File: src/rtl/phase_sequencer_if.sv
`default_nettype none
// ============================================================================
// Module   : phase_sequencer_if
// Brief    : Controller-to-sequencer bundle: control requests in, phase and
//            status out.
// Revision : 1.0
// ============================================================================
interface phase_sequencer_if #(
  parameter int INST_CNT_W = 16
);
  logic                  halt;
  logic                  run;
  logic                  step_en;
  logic                  step;
  logic [2:0]            phase;
  logic                  halted;
  logic                  paused;
  logic                  inst_start;
  logic [INST_CNT_W-1:0] inst_count;

  modport master (
    output halt, run, step_en, step,
    input  phase, halted, paused, inst_start, inst_count
  );

  modport slave (
    input  halt, run, step_en, step,
    output phase, halted, paused, inst_start, inst_count
  );
endinterface
`default_nettype wire

File: src/rtl/phase_sequencer.sv
`default_nettype none
// ============================================================================
// Module   : phase_sequencer
// Brief    : Eight-phase instruction sequencer with halt, resume and
//            single-step control plus a retired-instruction counter.
// Revision : 1.0
// ============================================================================
module phase_sequencer #(
  parameter int INST_CNT_W = 16
) (
  input  wire logic         clk,
  input  wire logic         rst,
  phase_sequencer_if.slave  bus
);

  typedef enum logic [1:0] {
    ST_RUN   = 2'd0,
    ST_HALT  = 2'd1,
    ST_PAUSE = 2'd2
  } state_t;

  localparam logic [2:0]            c_halt_phase   = 3'd4;
  localparam logic [2:0]            c_last_phase   = 3'd7;
  localparam logic [2:0]            c_resume_phase = 3'd5;
  localparam logic [2:0]            c_step_phase   = 3'd1;
  localparam logic [INST_CNT_W-1:0] c_cnt_one      = {{(INST_CNT_W-1){1'b0}}, 1'b1};

  state_t                r_state;
  state_t                w_state_nxt;
  logic [2:0]            r_phase;
  logic [2:0]            w_phase_nxt;
  logic [INST_CNT_W-1:0] r_inst_count;
  logic [INST_CNT_W-1:0] w_inst_count_nxt;

  always_ff @(posedge clk or posedge rst) begin
    if (rst) begin
      r_state      <= ST_RUN;
      r_phase      <= 3'd0;
      r_inst_count <= '0;
    end else begin
      r_state      <= w_state_nxt;
      r_phase      <= w_phase_nxt;
      r_inst_count <= w_inst_count_nxt;
    end
  end

  always_comb begin
    w_state_nxt      = r_state;
    w_phase_nxt      = r_phase;
    w_inst_count_nxt = r_inst_count;
    unique case (r_state)
      ST_RUN: begin
        // Halt is only honoured at the mid-instruction phase; the phase freezes there.
        if ((r_phase == c_halt_phase) && bus.halt) begin
          w_state_nxt = ST_HALT;
        end else begin
          w_phase_nxt = r_phase + 3'd1;
          if (r_phase == c_last_phase) begin
            w_inst_count_nxt = r_inst_count + c_cnt_one;
            if (bus.step_en) begin
              w_state_nxt = ST_PAUSE;
            end
          end
        end
      end
      ST_HALT: begin
        if (bus.run) begin
          w_state_nxt = ST_RUN;
          w_phase_nxt = c_resume_phase;
        end
      end
      ST_PAUSE: begin
        // Resuming from pause skips phase 0: the boundary was already consumed.
        if (bus.run || bus.step) begin
          w_state_nxt = ST_RUN;
          w_phase_nxt = c_step_phase;
        end
      end
      default: begin
        w_state_nxt = ST_RUN;
        w_phase_nxt = 3'd0;
      end
    endcase
  end

  assign bus.phase      = r_phase;
  assign bus.halted     = (r_state == ST_HALT);
  assign bus.paused     = (r_state == ST_PAUSE);
  assign bus.inst_start = (r_state == ST_RUN) && (r_phase == 3'd0);
  assign bus.inst_count = r_inst_count;

endmodule
`default_nettype wire
File: src/flat_wrapper.sv
// flat-port wrapper written by rule: the top's interface ports become plain ports
module phase_sequencer_flat 
#(
  parameter int INST_CNT_W = 16
)
  (clk, rst, bus_halt, bus_run, bus_step_en, bus_step, bus_phase, bus_halted, bus_paused, bus_inst_start, bus_inst_count);
  phase_sequencer_if #(.INST_CNT_W(INST_CNT_W)) bus_i ();
  input  wire logic clk;
  input  wire logic rst;
  input wire logic [$bits(bus_i.halt)-1:0] bus_halt;
  input wire logic [$bits(bus_i.run)-1:0] bus_run;
  input wire logic [$bits(bus_i.step_en)-1:0] bus_step_en;
  input wire logic [$bits(bus_i.step)-1:0] bus_step;
  output wire logic [$bits(bus_i.phase)-1:0] bus_phase;
  output wire logic [$bits(bus_i.halted)-1:0] bus_halted;
  output wire logic [$bits(bus_i.paused)-1:0] bus_paused;
  output wire logic [$bits(bus_i.inst_start)-1:0] bus_inst_start;
  output wire logic [$bits(bus_i.inst_count)-1:0] bus_inst_count;
  assign bus_i.halt = bus_halt;
  assign bus_i.run = bus_run;
  assign bus_i.step_en = bus_step_en;
  assign bus_i.step = bus_step;
  assign bus_phase = bus_i.phase;
  assign bus_halted = bus_i.halted;
  assign bus_paused = bus_i.paused;
  assign bus_inst_start = bus_i.inst_start;
  assign bus_inst_count = bus_i.inst_count;
  phase_sequencer #(.INST_CNT_W(INST_CNT_W)) u_core (.clk(clk), .rst(rst), .bus(bus_i));
endmodule
File: config.mk
export PLATFORM = sky130hd
export DESIGN_NAME = phase_sequencer_flat
export DESIGN_NICKNAME = d
export VERILOG_FILES = /design/src/rtl/phase_sequencer_if.sv /design/src/rtl/phase_sequencer.sv /design/src/flat_wrapper.sv
export SDC_FILE = /design/constraint.sdc
export NUM_CORES = 1
export LEC_CHECK = 0
export CORE_MARGIN = 1.5
export CORE_UTILIZATION = 51
export CTS_CLUSTER_DIAMETER = 100
export DETAILED_ROUTE_END_ITERATION = 10
export PLACE_DENSITY = 0.82
export SYNTH_ARGS = -nofsm -noshare
export SYNTH_HDL_FRONTEND = slang
export SYNTH_SLANG_ARGS = --single-unit
export TNS_END_PERCENT = 10
File: constraint.sdc
create_clock -name clk -period 3.85 [get_ports clk]
set_clock_uncertainty 0.05 [all_clocks]
set_input_delay 1.155 -clock clk [delete_from_list [all_inputs] [get_ports clk]]
set_output_delay 1.155 -clock clk [all_outputs]
set_load 0.005 [all_outputs]
==> key figures <==
Status
  – Status: completed

GRT
  – Largest net degree at the start of global routing: 22
  – Total GRT Usage: around a fifth
  – First-pass GRT wire length: 3.65 mm
  – Initial antenna violation count: 0
  – Gr ovfl total: 0
  – Vias in the first global route: around 830

Cells and area
  – Fin cells: ~160
  – N_diodes: 0
  – Layout cell share with drive strength beyond 1: under 10%
  – Finished Cell Area: 0.00144 mm²
  – Fill cell count: about 170
  – Syn-to-layout area delta: 28.4%
  – NumNets Final: 150
  – Commonest non-fill, non-tap cell in the layout: clkdlybuf4s50_1
  – Final core occ: a little under three quarters
  – Most frequent cells in the layout: clkdlybuf4s50_1 (27), dfrtp_1 (21), xor2_1 (10)

Timing
  – Fin crit share: a little over 80%
  – Fmax: between 300 and 400 MHz
  – Fin Setup TNS: 0 ns
  – Final Setup Violations: 0
  – Max_slew headroom: between 40% and 50%
  – Setup repair after global routing missed its margin: false
  – Slew Viols, Final: 0
  – Worst Max-Slew Pin Slew: around 0.82 ns
  – Final Hold Vio Count: 0
  – Post-route minimum period: around 3.2 ns
  – Final setup margin: 0.690 ns
  – Hold Worst Slack: between 0.4 and 0.5 ns

Setup path
  – Worst Path Arrival: between 1.5 and 2 ns
  – Critical Path RT: approximately 2.6 ns
  – Crit path capture type: output pin
  – Max FO, Critical Path: 10
  – Startpoint Class: flop
  – WS Path Type: flop to output pin

Placed design
  – DP HPWL: between 1.5 and 2 mm
  – Cell Area, Placed: 0.00142 mm²
  – Dpl cells: 158
  – Pre-CTS setup slack: a little over 1 ns
  – GP Congestion: 0.814
  – Port bufs: 27

Route
  – Antenna-violating nets left: 0
  – Drt drc: 0
  – Starting DRC count in detailed routing: 11
  – Routed WL per cell: 12.9 µm
  – Vias/cell: 5.28
  – WL final: 2.09 mm
  – Met1 Wirelength: 982 µm
  – Uppermost routed layer: met4
  – DR WL met2: between 1 and 1.5 mm
  – Met3 wire len: ~63 µm
  – First-pass iteration count of the detailed router: 4
  – Via count: 856

Power
  – Sequential Power Share: between 40% and 50%
  – Power per cell area: between 500 and 600 mW/mm²
  – Total Power: roughly 0.80 mW
  – Int Power: approximately 0.52 mW
  – Leak: 0.644 nW
  – Gate power share: between 40% and 50%
  – Worst VDD drop: about 0.46 mV
  – Psw: about 0.28 mW
  – Clk pwr share: 13.1%
  – Sw frac: approximately 35%

Logic synthesis
  – Seq cells post-synth: 21
  – Post-Syn Area per Cell: ~11 µm²
  – Synth cell types: 25
  – Ys Warns: 0
  – Cell Area, Synth: between 0.001 and 0.0015 mm²
  – Syn nets: about 120
  – Sequential cell area fraction in the yosys report: about 47%
  – Cell count after synthesis: 105

Floorplanning
  – Site Rows: 16
  – Die area: 0.00250 mm²
  – Die span in y: roughly 50 µm
  – Ports: 28
  – Die width: 50.0 µm
  – Core Box Area: between 0.002 and 0.0025 mm²
  – Initial Util: a little under three fifths

Clock network
  – Clock latency on the worst-skew pair: between 0.2 and 0.3 ns
  – Cts bufs inserted: 3
  – Clock-pin transition on the worst setup and hold timing paths: roughly 0.11 ns
  – CTS Buffer Depth: 2
  – TritonCTS clock tree: done
  – H-tree levels: 1
  – Hold Buf Count CTS: 0
  – TritonCTS Sinks: 21
  – Root buffer cell: clkbuf_4
  – Post-CTS setup buffers: 0
  – Post-cts sizing count: 0

Run
  – Total of max-cap violations: 0

Hold path
  – Worst min-delay path category: flop to flop
## cells by family after synthesis
family                     after synthesis  share of synthesized area, %
AOI/OAI and AO/OA                       11                          6.23
xor gates and xnor gates                15                          11.7
adders and majority gates                8                          8.90
buffers and inverters                    9                          3.67
DFF                                     21                          46.7
muxes                                    2                          2.00
and+or+nand+nor                         39                          20.8
## metal layers
layer	track usage, %	up-vias
met3	3.64	2
met4	4.17	0
met5	0	-
met2	31.8	19
met1	25.3	416
li1	-	419
## synthesized netlist by cell type
library cell  instances  area [µm²]
dfrtp_1              21         526
xor2_1               10        87.6
nor2_1                9        33.8
ha_1                  8         100
inv_1                 8        30.0
nand2_1               8        30.0
a21oi_1               5        25.0
nand3_1               5        25.0
xnor2_1               5        43.8
and4_1                4        35.0
nand2b_1              3        18.8
nor3_1                3        15.0
mux2_2                2        22.5
nand4_1               2        12.5
o21ai_0               2        10.0
a22o_1                1        8.76
and3_4                1        11.3
buf_6                 1        11.3
nand4_4               1        21.3
o21a_1                1        7.51
o21ba_2               1        10.0
o221ai_1              1        8.76
or4_1                 1        7.51
or4b_2                1        10.0
or4b_4                1        13.8
## flip-flops by register name, indices dropped and copies added (netlist names)
register               flops
u_core.bus.inst_count     16
u_core.r_state             2
u_core.bus.phase           3
## critical path, cell delays in order (launching register included)
cell	delay [ns]
dfrtp_1	0.47
inv_1	0.11
ha_1	0.40
nand2_1	0.10
nor2_1	0.09
clkdlybuf4s50_1	0.50
## final cells by class
class	count	area [µm²]	share of cell area, %
Tap cell	27	33.8	2.34
Clock buffer	4	26.3	1.82
Multi-Input combinational cell	75	558	38.6
Inverter	8	30.0	2.08
Sequential cell	21	526	36.4
Timing Repair Buffer	27	270	18.7
## power by group through the flow
stage	clock, mW	sequential [mW]	combinational, mW
4_1_cts	0.110	0.326	0.372
6_report	0.105	0.326	0.369
3_3_place_gp	0	0.325	0.361
5_1_grt	0.117	0.335	0.411
2_1_floorplan	0	0.323	0.230
3_5_place_dp	0	0.330	0.368
## worst paths after layout
kind / start / endpoint / slack, ns / cells past startpoint
min reg2reg: u_core.bus.inst_count[15]$_DFFE_PP0P_ / u_core.bus.inst_count[15]$_DFFE_PP0P_ / 0.43 / 1
max: u_core.r_state[0]$_DFFE_PP0P_ / bus_inst_start / 0.69 / 5
max in group asynchronous: rst / u_core.r_state[1]$_DFFE_PP0P_ / 1.99 / 2
min: u_core.bus.inst_count[15]$_DFFE_PP0P_ / u_core.bus.inst_count[15]$_DFFE_PP0P_ / 0.43 / 1
max reg2reg: u_core.r_state[0]$_DFFE_PP0P_ / u_core.bus.inst_count[12]$_DFFE_PP0P_ / 1.78 / 6
min in group asynchronous: rst / u_core.bus.inst_count[15]$_DFFE_PP0P_ / 1.26 / 2
(Power assumes the default switching activity.)
